## config.mk

```make
export PLATFORM = sky130hd
export DESIGN_NAME = obf_key_loader
export DESIGN_NICKNAME = d
export VERILOG_FILES = /design/src/rtl/obf_key_loader.sv
export SDC_FILE = /design/constraint.sdc
export NUM_CORES = 1
export LEC_CHECK = 0
export ABC_CLOCK_PERIOD_IN_PS = 2300
export CAP_MARGIN = 20
export CORE_UTILIZATION = 30
export DETAILED_ROUTE_END_ITERATION = 8
export DONT_BUFFER_PORTS = 1
export GPL_TIMING_DRIVEN = 0
export MAX_ROUTING_LAYER = met4
export PLACE_DENSITY = 0.41
export SYNTH_ARGS = -nofsm -noshare
export SYNTH_HDL_FRONTEND = slang
export SYNTH_SLANG_ARGS = --single-unit
export TNS_END_PERCENT = 30
```

## constraint.sdc

```tcl
create_clock -name clk -period 2.3 [get_ports clk]
set_input_delay 0.23 -clock clk [delete_from_list [all_inputs] [get_ports clk]]
set_output_delay 0.23 -clock clk [all_outputs]
set_load 0.01 [all_outputs]
```

## src/rtl/obf_key_loader.sv

```systemverilog
// Serial key loader for the locked c499 core: fetches KEY_W bits LSB first,
// commits them atomically. Define OBF_KEY_PARITY_EN to add an even-parity bit.
module obf_key_loader #(
    parameter int KEY_W   = 16,
    parameter int TIMEOUT = 64
) (
    input  logic             clk,
    input  logic             rst_n,
    input  logic             start,
    output logic             kreq,
    input  logic             kvalid,
    input  logic             kdata,
    output logic [KEY_W-1:0] key,
    output logic             key_ready,
    output logic             busy,
    output logic             err
);

`ifdef OBF_KEY_PARITY_EN
    localparam int NBITS = KEY_W + 1;
`else
    localparam int NBITS = KEY_W;
`endif
    localparam int CW = $clog2(NBITS + 1);
    localparam int TW = $clog2(TIMEOUT + 1);

    typedef enum logic [2:0] {
        IDLE,
        LOAD,
        CHECK,
        DONE,
        ERR
    } state_t;

    state_t           state;
    state_t           state_nxt;
    logic [CW-1:0]    bcnt;
    logic [TW-1:0]    tcnt;
    logic [NBITS-1:0] shadow;
    logic             xfer;
    logic             last_bit;
    logic             tmo;
    logic             accept;
    logic             pass;

    assign kreq     = (state == LOAD);
    assign busy     = (state == LOAD) || (state == CHECK);
    assign xfer     = kreq && kvalid;
    assign last_bit = (bcnt == CW'(NBITS - 1));
    assign tmo      = kreq && !kvalid && (tcnt == TW'(TIMEOUT - 1));
    assign accept   = start &&
                      ((state == IDLE) || (state == DONE) || (state == ERR));

`ifdef OBF_KEY_PARITY_EN
    // Parity bit makes the total number of ones even.
    assign pass = ((^shadow[KEY_W-1:0]) == shadow[KEY_W]);
`else
    assign pass = 1'b1;
`endif

    // State register.
    always_ff @(posedge clk or negedge rst_n) begin
        if (!rst_n) begin
            state <= IDLE;
        end else begin
            state <= state_nxt;
        end
    end

    // Next-state logic; terminal states wait for start.
    always_comb begin
        state_nxt = state;
        unique case (state)
            IDLE, DONE, ERR: begin
                if (start) begin
                    state_nxt = LOAD;
                end
            end
            LOAD: begin
                if (xfer && last_bit) begin
                    state_nxt = CHECK;
                end else if (tmo) begin
                    state_nxt = ERR;
                end
            end
            CHECK: begin
                state_nxt = pass ? DONE : ERR;
            end
            default: begin
                state_nxt = IDLE;
            end
        endcase
    end

    // Bit counter, idle-cycle counter and shadow register; counters saturate.
    always_ff @(posedge clk or negedge rst_n) begin
        if (!rst_n) begin
            bcnt   <= '0;
            tcnt   <= '0;
            shadow <= '0;
        end else if (accept) begin
            bcnt   <= '0;
            tcnt   <= '0;
            shadow <= '0;
        end else if (xfer) begin
            for (int i = 0; i < NBITS; i++) begin
                if (bcnt == CW'(i)) begin
                    shadow[i] <= kdata;
                end
            end
            if (bcnt != CW'(NBITS)) begin
                bcnt <= bcnt + 1'b1;
            end
            tcnt <= '0;
        end else if (kreq) begin
            if (tcnt != TW'(TIMEOUT)) begin
                tcnt <= tcnt + 1'b1;
            end
        end
    end

    // Committed key and status flags; key only changes at the commit.
    always_ff @(posedge clk or negedge rst_n) begin
        if (!rst_n) begin
            key       <= '0;
            key_ready <= 1'b0;
            err       <= 1'b0;
        end else if (accept) begin
            key       <= '0;
            key_ready <= 1'b0;
            err       <= 1'b0;
        end else if (state == CHECK) begin
            if (pass) begin
                key       <= shadow[KEY_W-1:0];
                key_ready <= 1'b1;
            end else begin
                key       <= '0;
                key_ready <= 1'b0;
                err       <= 1'b1;
            end
        end else if (tmo) begin
            key       <= '0;
            key_ready <= 1'b0;
            err       <= 1'b1;
        end
    end

endmodule

```

Word level (Yosys, flattened, before mapping):

Cells that the tools add are included.

* flip-flop bits (word level): 49
* input port bits: 5
* logic and storage cells: 141
* output and inout bits: 20

* reduce and logical (&&, ||, !) cells: 54
* eq/ne operators: 25
* muxes and demuxes: 38
* $add $sub $neg: 2

Operator list (count)
* 16-bit two-way mux: 5
* 5-bit by 4-bit == test with 1-bit output, second input constant: 8
* 2-bit AND reduction: 20
* 2-bit nonzero test: 19
* 7-bit two-way mux: 4
* 1-bit two-way mux: 22
* 5-bit by 3-bit == test with 1-bit output, second input constant: 4
* 5-bit two-way mux: 3
* 5-bit by 2-bit == test with 1-bit output, second input constant: 2
* 3-bit two-way mux: 3
* 3-bit one-hot mux with 3 select lines: 1
* 3-bit nonzero test: 3
* 7-bit by 1-bit adder with 7-bit output, second input constant: 1
* 7-bit by 6-bit == test with 1-bit output, second input constant: 1
* 7-bit != test, second input constant: 1
* 3-bit by 2-bit == test with 1-bit output, second input constant: 2
* 5-bit by 1-bit adder with 5-bit output, second input constant: 1
* 5-bit by 1-bit == test with 1-bit output, second input constant: 1
* 1-bit logical AND: 5
* 5-bit zero test: 1
* 5-bit != test, second input constant: 1
* 2-bit != test, second input constant: 2
* 3-bit by 1-bit == test with 1-bit output, second input constant: 1
* 3-bit == test, second input constant: 1
* 5 further kinds: 7

Depth between registers and ports, before layout:

Gate-level depths: netlist of run 1.

* word-level depth: 6
* depth in mapped cells: 6
* gate-level depth less buffers: 6

Worst setup path before layout of run 1:

No wires, ideal clock.

* path kind: register -> register
* start point: reg state[1]
* end point: reg key_ready
* setup slack: 0.409 ns
* clock period less this slack: 1.891 ns
* path buffers: 2
* setup time: 0.120 ns
* arrival time: 1.771 ns
* data required time: 2.180 ns
* stages on the path, launching flop included: 6
* cell sequence: dfrtp_1 buf_6 or4b_4 buf_6 or4_4 a31o_1

* cells in the longest elaborated chain, start to end: 5
* elaborated cells between the ends (all ways): 13
* classes of those cells: 4 x eq/ne; 2 x mux; 7 x reduce/logical

Ends and longest elaborated chain
* start: declaration: line 35 `state_t state;`
* start signal: assignment: line 66 `state <= state_nxt;`
* 3-bit by 2-bit == test with 1-bit output or 3-bit zero test (tied branches): line 52 `((state == IDLE) || (state == DONE) || (state == ERR));`
* 1-bit logical OR (2 in a row): line 52
* 1-bit logical AND: line 51 `assign accept = start &&`
* 3-bit nonzero test (no line) or 1-bit two-way mux (tied branches)
* end signal: assignment: line 126 `key_ready <= 1'b0;`
* end signal: assignment: line 130 `key_ready <= 1'b0;`
* end signal: assignment: line 135 `key_ready <= 1'b1;`
* end: declaration: line 14 `output logic key_ready,`

Parallel ways exist; a longest one is shown, timed or not.
A chain may end at the register's enable or synchronous reset.

Worst setup path in the final report of run 1:

* start point: reg state[0]
* end point: out busy

* cells in the longest elaborated chain, start to end: 2
* elaborated cells between the ends (all ways): 3
* classes of those cells: 2 x eq/ne; 1 x reduce/logical

Ends and longest elaborated chain
* 3-bit by 1-bit == test with 1-bit output or 3-bit by 2-bit == test with 1-bit output (tied branches): line 47 `assign busy = (state == LOAD) || (state == CHECK);`
* 1-bit logical OR (*): line 47
* end: declaration: line 15 `output logic busy,`

Every way passes the cells marked *; elsewhere a longest branch is shown, timed or not.

==> impl_metrics.env, run 1 <==
export IMPL_clock_fmax_mhz=457
export IMPL_cts_buffers=5
export IMPL_rows=33
export IMPL_critPathLaunch="state[0]$_DFFE_PN0P_"
export IMPL_synth_top_area_share=0.462
export IMPL_antenna_found_initial=0
export IMPL_area_growth_pct=11.3
export IMPL_ys_ff_latch=49
export IMPL_worst_endpoint_required_ns=2.07
export IMPL_outcome="finished, final reports clean"
export IMPL_power_w=0.00357
export IMPL_clk_pin_slew_worst_paths_ns=0.10
export IMPL_die_x_um=96.0
export IMPL_min_period_ns=2.19
export IMPL_synth_area_leader_cell="dfrtp_1"
export IMPL_antenna_left=0
export IMPL_ys_flop_type="dfrtp_1"
export IMPL_fillers=869
export IMPL_multiInputGateArea_sq_um=1270
export IMPL_vias=2099
export IMPL_grt_start_max_net_pins=50
export IMPL_postLayoutCellArea_sq_um=2950
export IMPL_worstSetupEndpointType="output port"
export IMPL_drc=0
export IMPL_ios=25
export IMPL_wirelength_mm=7.02
export IMPL_clk_latency_ns=0.31
export IMPL_cp_data_arrival_time_ns=1.96
export IMPL_ys_async_sr_fraction=1.00
export IMPL_synth_nets=289
export IMPL_worstRegToRegCells=6
export IMPL_finalCritPeriodShare=0.951
export IMPL_hold_viol=0
export IMPL_cp_max_fo=10
export IMPL_final_layout_size_suffix_gt1_frac=0.0903
export IMPL_rsz0062_at_grt="yes"
export IMPL_r2r_start="state[1]$_DFFE_PN0P_"
export IMPL_post_drt_wl_per_cell_um=17.9
export IMPL_reg2reg_slack_ns=0.13
export IMPL_grtUsageTotal=0.172
export IMPL_syn_area_per_cell_sq_um=9.57
export IMPL_post_dp_cell_area_sq_um=2790
export IMPL_fin_tns_setup_ns=0
export IMPL_portBuffers=0
export IMPL_drv_cap=0
export IMPL_place_congestion=0.792
export IMPL_fin_hold_ws_ns=0.0290
export IMPL_critPathLaunchType="flop"
export IMPL_grt_pass1_wl_mm=11.4
export IMPL_cts_tree="done"
export IMPL_synthTopCellsByArea="dfrtp_1 46%, o31ai_1 5.9%, nand2_1 5.4%, nand4_1 4.2%, a21oi_1 3.6%"
export IMPL_slew_viol_final=0
export IMPL_worst_slew_pin_slew_ns=0.618
export IMPL_cts_sinks=49
export IMPL_ir_drop_mv=0.338
export IMPL_netlist_area_sq_um=2650
export IMPL_die_y_um=96.0
export IMPL_hold_path_class="input pin to flop"
export IMPL_coreArea_sq_um=8380
export IMPL_regArea_sq_um=1230
export IMPL_cts_max_level=2
export IMPL_grt_pass1_vias=2089
export IMPL_synth_edf_count=0
export IMPL_diodes=0
export IMPL_drt_iter0_markers=93
export IMPL_power_density_nw_per_um2=1210
export IMPL_ys_seq_area_frac=0.462
export IMPL_cts_root_buf="clkbuf_8"
export IMPL_grt_overflow_total=0
export IMPL_dr_pass1_iters=4
export IMPL_finalCoreUtilization=0.352
export IMPL_viasPerCell=5.34
export IMPL_yosysUniqueCellTypes=46
export IMPL_setup_viol_count_final=0
export IMPL_clock_path_buffers=2
export IMPL_r2r_end="key[8]$_DFFE_PN0P_"
export IMPL_p_leak_nw=1.19
export IMPL_ys_warn_count=0
export IMPL_final_nets=299
export IMPL_post_cts_buffers=0
export IMPL_clock_skew_ns=0.0112
export IMPL_cp_endpoint="busy"
export IMPL_initial_core_util=0.316
export IMPL_die_area_sq_um=9220
export IMPL_crit_type="flop to output port"
export IMPL_dpl_hpwl_mm=5.02
export IMPL_synthCells=277
export IMPL_slew_headroom=0.585
-- cells in the final DEF, fill, tap and decap left out, drive strengths merged, types with 3 or more instances in the layout --
master	instances
or4bb	4
inv	10
a31oi	5
or3b	3
o31ai	21
nor2b	7
a31o	3
o21ai	13
mux2i	4
ha	7
nor4bb	3
nand2b	4
nand2	38
a21oi	19
buf	7
clkbuf	26
nand3	9
nor4	3
and2	4
o32ai	3
nand4	18
dfrtp	49
-- flip-flops by register name, summed over array words and instances, names as in the netlist --
name	cells
err	1
key_ready	1
shadow	16
state	3
tcnt	7
bcnt	5
key	16
-- metrics by stage --
stage          cells  setup slack [ns]
2_1_floorplan    277             0.409
3_3_place_gp     382            -0.137
3_5_place_dp     383             0.128
4_1_cts          393            0.0676
5_1_grt          393           -0.0169
6_report         393             0.113
-- synthesized netlist by cell type, types with 2 or more instances --
cell	instances
dfrtp_1	49
nand2_1	38
o31ai_1	21
clkbuf_1	20
a21oi_1	19
nand4_1	18
o21ai_0	13
inv_1	10
nand3_1	9
ha_1	7
nor2b_1	7
a31oi_1	5
and2_1	4
mux2i_1	4
nand2b_1	4
or4bb_1	4
nor4bb_1	3
o32ai_1	3
or3b_2	3
a31o_2	2
and3_1	2
buf_6	2
nand4bb_1	2
nor2_1	2
nor4_1	2
o21a_1	2
o2bb2ai_1	2
o41ai_1	2
-- layer usage --
layer  share of wire  track usage
met2            0.47        0.271
met1            0.50        0.229
met4          0.0091       0.0485
met5               0            -
met3           0.020       0.0276
-- repair_timing --
item,CTS,global route
endpoints found under the setup margin,1,5
hold endpoints to repair,49,0
gates resized for setup,1,2
hold buffers,2,0
gates cloned,0,0
-- where the power goes --
| part | total (W) | switching [W] | leakage, nW | internal [W] |
|---|---|---|---|---|
| logic | 0.00148 | 0.000920 | 0.477 | 0.000555 |
| clock network | 0.000669 | 0.000315 | 0.0574 | 0.000354 |
| registers | 0.00143 | 0.000270 | 0.660 | 0.00116 |
-- cell type report --
cell class | count | area share
clock buffers | 6 | 0.0280
repair buffers | 3 | 0.0153
well taps | 105 | 0.0445
clock inverters | 2 | 0.0127
flip-flops and latches | 49 | 0.416
inverters | 10 | 0.0127
multi-input cells | 193 | 0.432
plain buffers | 25 | 0.0394
-- worst max-delay path: stages, from the launching register on --
cell      delay [ns]
dfrtp_1         0.46
or3b_2          0.48
clkbuf_1        0.27
clkbuf_2        0.29
nand2_1         0.16
-- logic make-up (layout without fill, tap and decap cells) --
group	Yosys count	count (layout)	synth area share
flops	49	49	0.462
fa+ha+maj	7	7	0.0330
buf+inv	35	46	0.0571
mux	4	4	0.0151
simple gates	108	108	0.249
compound gates	74	74	0.184
-- how the worst min path moves through the flow --
stage,startpoint,to,slack [ns],depth (start not counted)
after global placement,rst_n,key[11]$_DFFE_PN0P_,-0.06,0
after floorplan,rst_n,bcnt[0]$_DFFE_PN0P_,-0.07,0
after detailed placement,rst_n,key[10]$_DFFE_PN0P_,-0.06,0
after CTS,start,state[1]$_DFFE_PN0P_,0.02,1
final,start,state[1]$_DFFE_PN0P_,0.03,1
after global routing,start,state[1]$_DFFE_PN0P_,0.02,1
(Power assumes the default switching activity.)
==> inputs of run 2 (changes only) <==
--- a/config.mk
+++ b/config.mk
@@ -5,14 +5,14 @@
 export SDC_FILE = /design/constraint.sdc
 export NUM_CORES = 1
 export LEC_CHECK = 0
-export ABC_CLOCK_PERIOD_IN_PS = 2300
+export ABC_CLOCK_PERIOD_IN_PS = 1750
 export CAP_MARGIN = 20
 export CORE_UTILIZATION = 30
 export DETAILED_ROUTE_END_ITERATION = 8
 export DONT_BUFFER_PORTS = 1
 export GPL_TIMING_DRIVEN = 0
 export MAX_ROUTING_LAYER = met4
-export PLACE_DENSITY = 0.41
+export PLACE_DENSITY = 0.42
 export SYNTH_ARGS = -nofsm -noshare
 export SYNTH_HDL_FRONTEND = slang
 export SYNTH_SLANG_ARGS = --single-unit
==> constraint.sdc (replaced) <==
create_clock -name clk -period 1.75 [get_ports clk]
set_input_delay 0.175 -clock clk [delete_from_list [all_inputs] [get_ports clk]]
set_output_delay 0.175 -clock clk [all_outputs]
set_load 0.01 [all_outputs]
==> impl_metrics.env, run 2 (synthesis gave the netlist of run 1 again) <==
export IMPL_worstRegToRegCells=4
export IMPL_drc=0
export IMPL_multiInputGateArea_sq_um=1310
export IMPL_r2r_end="key_ready$_DFFE_PN0P_"
export IMPL_p_seq_frac=0.390
export IMPL_violations="negative setup slack"
export IMPL_crit_type="flop to flop"
export IMPL_p_int_w=0.00284
export IMPL_slew_headroom=0.696
export IMPL_antenna_left=0
export IMPL_die_y_um=96.0
export IMPL_holdPathEnd="state[2]$_DFFE_PN0P_"
export IMPL_grt_pass1_vias=2115
export IMPL_pwr_share_clk=0.183
export IMPL_p_leak_nw=1.25
export IMPL_layout_commonest_cell="dfrtp_1"
export IMPL_reg2reg_slack_ns=-0.06
export IMPL_vias=2166
export IMPL_worstSetupEndpointType="flop"
export IMPL_min_period_ns=1.81
export IMPL_area_growth_pct=15.0
export IMPL_antenna_found_initial=0
export IMPL_r2r_start="state[1]$_DFFE_PN0P_"
export IMPL_cts_max_level=2
export IMPL_timing_final_ws_setup_ns=-0.0578
export IMPL_clk_pin_slew_worst_paths_ns=0.10
export IMPL_p_switching_w=0.00204
export IMPL_outcome="complete, but fails checks"
export IMPL_slew_viol_final=0
export IMPL_grt_overflow_total=0
export IMPL_final_nets=300
export IMPL_min_path_cells=3
export IMPL_drv_cap=0
export IMPL_grt_start_max_net_pins=50
export IMPL_rsz0062_at_grt="yes"
export IMPL_place_congestion=0.808
export IMPL_power_density_nw_per_um2=1600
export IMPL_hold_viol=0
export IMPL_post_drt_wl_per_cell_um=18.2
export IMPL_p_comb_frac=0.428
export IMPL_fillers=870
export IMPL_cts_root_buf="clkbuf_8"
export IMPL_die_x_um=96.0
export IMPL_clock_fmax_mhz=553
export IMPL_worst_slew_pin_slew_ns=0.449
export IMPL_swShare=0.419
export IMPL_finalCritPeriodShare=1.03
export IMPL_die_area_sq_um=9220
export IMPL_power_w=0.00488
export IMPL_largestRegisters="key: 16 flops, shadow: 16 flops, tcnt: 7 flops"
export IMPL_clock_path_buffers=2
export IMPL_grt_pass1_wl_mm=11.7
export IMPL_ios=25
export IMPL_grtUsageTotal=0.175
export IMPL_clk_latency_ns=0.31
export IMPL_clock_skew_ns=0.00653
export IMPL_worst_endpoint_required_ns=1.95
export IMPL_cts_buffers=5
export IMPL_dr_pass1_iters=4
export IMPL_hold_path_class="input pin to flop"
export IMPL_drt_iter0_markers=102
export IMPL_critPathLaunchType="flop"
export IMPL_pre_cts_slack_ns=-0.510
export IMPL_cp_max_fo=9
export IMPL_viasPerCell=5.50
export IMPL_setup_viol_count_final=2
export IMPL_initial_core_util=0.316
export IMPL_diodes=0
export IMPL_cp_data_arrival_time_ns=2.01
export IMPL_rows=33
export IMPL_cts_tree="done"
export IMPL_ir_drop_mv=0.551
export IMPL_wirelength_mm=7.17
export IMPL_final_layout_size_suffix_gt1_frac=0.173
export IMPL_final_cell_mix="46 x dfrtp_1, 37 x nand2_1, 21 x o31ai_1"
export IMPL_portBuffers=0
export IMPL_regArea_sq_um=1230
export IMPL_dpl_hpwl_mm=5.08
export IMPL_cts_sinks=49
export IMPL_worstHoldStart="start"
export IMPL_coreArea_sq_um=8380
-- run 2: cell count changes in the layout (fill, tap and decap cells not counted), moves of 2 or more --
cell | before | now
buf_4 | 2 | 6
nor4bb_1 | 3 | 1
dfrtp_2 | 0 | 3
clkbuf_2 | 2 | 6
clkbuf_1 | 18 | 6
dfrtp_1 | 49 | 46
nor4bb_2 | 0 | 2
clkbuf_4 | 0 | 3
-- run 2: worst max-delay path by stage --
stage	startpoint	to	slack, ns	depth (start not counted)
2_1_floorplan	state[1]$_DFFE_PN0P_	key_ready$_DFFE_PN0P_	-0.10	5
3_3_place_gp	state[0]$_DFFE_PN0P_	key[5]$_DFFE_PN0P_	-0.71	5
3_5_place_dp	state[0]$_DFFE_PN0P_	tcnt[6]$_DFFE_PN0P_	-0.51	5
4_1_cts	state[1]$_DFFE_PN0P_	key[14]$_DFFE_PN0P_	-0.11	5
5_1_grt	state[1]$_DFFE_PN0P_	key_ready$_DFFE_PN0P_	-0.08	4
6_report	state[1]$_DFFE_PN0P_	key_ready$_DFFE_PN0P_	-0.06	4
-- run 2: layout make-up --
type	instances	area share
buffer	19	0.0386
clock buffer	6	0.0271
timing repair buffer	10	0.0341
clock inverter	2	0.0123
multi-input combinational	193	0.428
sequential	49	0.403
tap	105	0.0431
inverter	10	0.0131
-- run 2: power groups by stage --
| stage | sequential [W] | clock, W | combinational [W] |
|---|---|---|---|
| after floorplan | 0.00181 | 0 | 0.00147 |
| after global placement | 0.00192 | 0 | 0.00190 |
| after detailed placement | 0.00192 | 0 | 0.00192 |
| after CTS | 0.00190 | 0.000906 | 0.00205 |
| after global routing | 0.00197 | 0.000947 | 0.00235 |
| final | 0.00190 | 0.000891 | 0.00209 |
-- run 2: metrics by stage --
step / util / cells / setup TNS, ns / hold slack (ns) / instance area (sq um)
finish: 0.364 / 394 / -0.0651 / 0.0338 / 3050
global route: 0.364 / 394 / -0.480 / 0.0536 / 3050
CTS: 0.360 / 394 / -1.43 / 0.0313 / 3010
detailed placement: 0.333 / 383 / -14.60 / -0.120 / 2790
global placement: 0.332 / 382 / -18.16 / -0.119 / 2780
floorplan: - / 277 / -0.831 / -0.121 / 2650
-- run 2: per-layer routing --
layer / global-route usage / share of wire / vias up
met5: - / 0 / -
met1: 0.236 / 0.50 / 1039
met3: 0.0316 / 0.041 / 11
met2: 0.262 / 0.44 / 55
li1: - / - / 1061
met4: 0.0597 / 0.019 / 0
-- run 2: timing repair --
action,in CTS,in global routing
pin swaps,4,1
endpoints found under the hold margin,50,0
hold buffers,3,0
gates cloned,0,0
endpoints found under the setup margin,47,43
resized for setup,20,17
setup buffers,4,2
-- run 2: worst max-delay path, stage by stage, from the launching register on --
cell,delay (ns)
dfrtp_1,0.39
buf_6,0.13
or4b_4,0.52
or4_4,0.47
a31o_1,0.19
==> inputs of run 3 (changes only) <==
--- a/config.mk
+++ b/config.mk
@@ -12,7 +12,6 @@
 export DONT_BUFFER_PORTS = 1
 export GPL_TIMING_DRIVEN = 0
 export MAX_ROUTING_LAYER = met4
-export PLACE_DENSITY = 0.42
 export SYNTH_ARGS = -nofsm -noshare
 export SYNTH_HDL_FRONTEND = slang
 export SYNTH_SLANG_ARGS = --single-unit
==> impl_metrics.env, run 3 (synthesis gave the netlist of run 1 again) <==
export IMPL_outcome="complete, but fails checks"
export IMPL_violations="negative setup slack"
export IMPL_drc=0
export IMPL_p_comb_frac=0.430
export IMPL_swShare=0.431
export IMPL_cp_data_arrival_time_ns=1.98
export IMPL_grt_overflow_total=0
export IMPL_ios=25
export IMPL_min_period_ns=1.78
export IMPL_final_layout_size_suffix_gt1_frac=0.175
export IMPL_cts_tree="done"
export IMPL_power_density_nw_per_um2=1520
export IMPL_timing_final_ws_setup_ns=-0.0263
export IMPL_worst_endpoint_required_ns=1.96
export IMPL_die_y_um=96.0
export IMPL_slowest_delay_ns=0.52
export IMPL_dpl_cell_count=382
export IMPL_ir_drop_mv=0.543
export IMPL_clk_pin_slew_worst_paths_ns=0.10
export IMPL_clock_path_buffers=2
export IMPL_antenna_found_initial=0
export IMPL_finalCoreUtilization=0.362
export IMPL_largestRegisters="key: 16 flops, shadow: 16 flops, tcnt: 7 flops"
export IMPL_cts_buffers=5
export IMPL_final_cells=397
export IMPL_cp_max_fo=9
export IMPL_die_area_sq_um=9220
export IMPL_slew_viol_final=0
export IMPL_slowest_stage="or4b_4"
export IMPL_initial_core_util=0.316
export IMPL_portBuffers=0
export IMPL_layout_commonest_cell="dfrtp_1"
export IMPL_critPathLaunchType="flop"
export IMPL_cts_root_buf="clkbuf_8"
export IMPL_crit_type="flop to flop"
export IMPL_clk_latency_ns=0.31
export IMPL_p_leak_nw=1.25
export IMPL_cts_sinks=49
export IMPL_diodes=0
export IMPL_p_seq_frac=0.413
export IMPL_viasPerCell=5.35
export IMPL_grt_pass1_vias=2084
export IMPL_vias=2124
export IMPL_grt_pass1_wl_mm=10.4
export IMPL_area_growth_pct=14.4
export IMPL_p_switching_w=0.00199
export IMPL_grtUsageTotal=0.148
export IMPL_final_cell_mix="45 x dfrtp_1, 38 x nand2_1, 21 x o31ai_1"
export IMPL_path_cells="buf_6 -> or4b_4 -> or4_4 -> a31o_1"
export IMPL_grt_start_max_net_pins=50
export IMPL_place_congestion=0.854
export IMPL_p_int_w=0.00262
export IMPL_finalCritPeriodShare=1.02
export IMPL_hold_viol=0
export IMPL_rows=33
export IMPL_dpl_hpwl_mm=4.50
export IMPL_pwr_share_clk=0.157
export IMPL_setup_viol_count_final=2
export IMPL_slew_headroom=0.666
export IMPL_die_x_um=96.0
export IMPL_coreArea_sq_um=8380
export IMPL_hold_path_class="input pin to flop"
export IMPL_clock_fmax_mhz=563
export IMPL_worst_slew_pin_slew_ns=0.495
export IMPL_antenna_left=0
export IMPL_clock_skew_ns=0.0133
export IMPL_post_drt_wl_per_cell_um=15.9
export IMPL_drv_cap=0
export IMPL_final_nets=303
export IMPL_cts_max_level=2
export IMPL_dr_pass1_iters=4
export IMPL_rsz0062_at_grt="yes"
export IMPL_worstSetupEndpointType="flop"
export IMPL_fin_tns_setup_ns=-0.0307
export IMPL_drt_iter0_markers=191
export IMPL_wirelength_mm=6.30
==> run 3: worst paths after layout <==
| check | slack (ns) | endpoint | cells after the start | start |
|---|---|---|---|---|
| max in group asynchronous | 1.11 | tcnt[0]$_DFFE_PN0P_ | 2 | rst_n |
| worst max-delay path | -0.03 | key_ready$_DFFE_PN0P_ | 4 | state[1]$_DFFE_PN0P_ |
| worst min-delay path | 0.04 | state[2]$_DFFE_PN0P_ | 3 | start |
| min in group asynchronous | 0.39 | key[1]$_DFFE_PN0P_ | 2 | rst_n |
| worst min register to register | 0.49 | key[1]$_DFFE_PN0P_ | 2 | shadow[1]$_DFFE_PN0P_ |
| worst max register to register | -0.03 | key_ready$_DFFE_PN0P_ | 4 | state[1]$_DFFE_PN0P_ |
==> run 3: power by group through the flow <==
stage               combinational [W]  clock [W]  sequential (W)
floorplan                     0.00147          0         0.00181
global placement              0.00184          0         0.00190
detailed placement            0.00186          0         0.00191
CTS                           0.00194   0.000746         0.00188
global route                  0.00220   0.000785         0.00197
finish                        0.00198   0.000724         0.00190
==> run 3: layer usage <==
layer | up-vias | global-route usage | routed length, um
li1 | 1059 | - | -
met1 | 1012 | 0.185 | 3030
met2 | 49 | 0.243 | 2950
met3 | 4 | 0.0284 | 270
met4 | 0 | 0.0448 | 55
met5 | - | - | 0
==> run 3: timing repair <==
item,CTS,global route
endpoints found under the hold margin,50,0
hold buffers,3,0
pin swaps,3,1
setup endpoints to repair,45,47
gates resized for setup,14,19
setup buffers,5,5
==> run 3: final cells by class <==
type	instances	area, sq um
fillers	823	5350
multi-input cells	193	1310
flip-flops and latches	49	1230
well taps	105	131
repair buffers	13	126
plain buffers	19	104
clock buffers	5	68.8
inverters	10	37.5
clock inverters	3	28.8
==> run 3: worst max-delay path: cells and delay by family (launching register included) <==
family	cells	cell delay, ns
DFF	1	0.39
AOI/OAI and AO/OA	1	0.19
buffers and inverters	1	0.14
and+or+nand+nor	2	0.97
==> run 3: metrics by stage <==
stage | power, W | area, sq um | hold slack (ns) | worst slack [ns]
CTS | 0.00457 | 2980 | 0.0340 | -0.0593
global placement | 0.00373 | 2780 | -0.119 | -0.552
detailed placement | 0.00376 | 2780 | -0.119 | -0.557
finish | 0.00461 | 3030 | 0.0356 | -0.0263
floorplan | 0.00328 | 2650 | -0.121 | -0.101
global route | 0.00495 | 3030 | 0.0387 | -0.0532
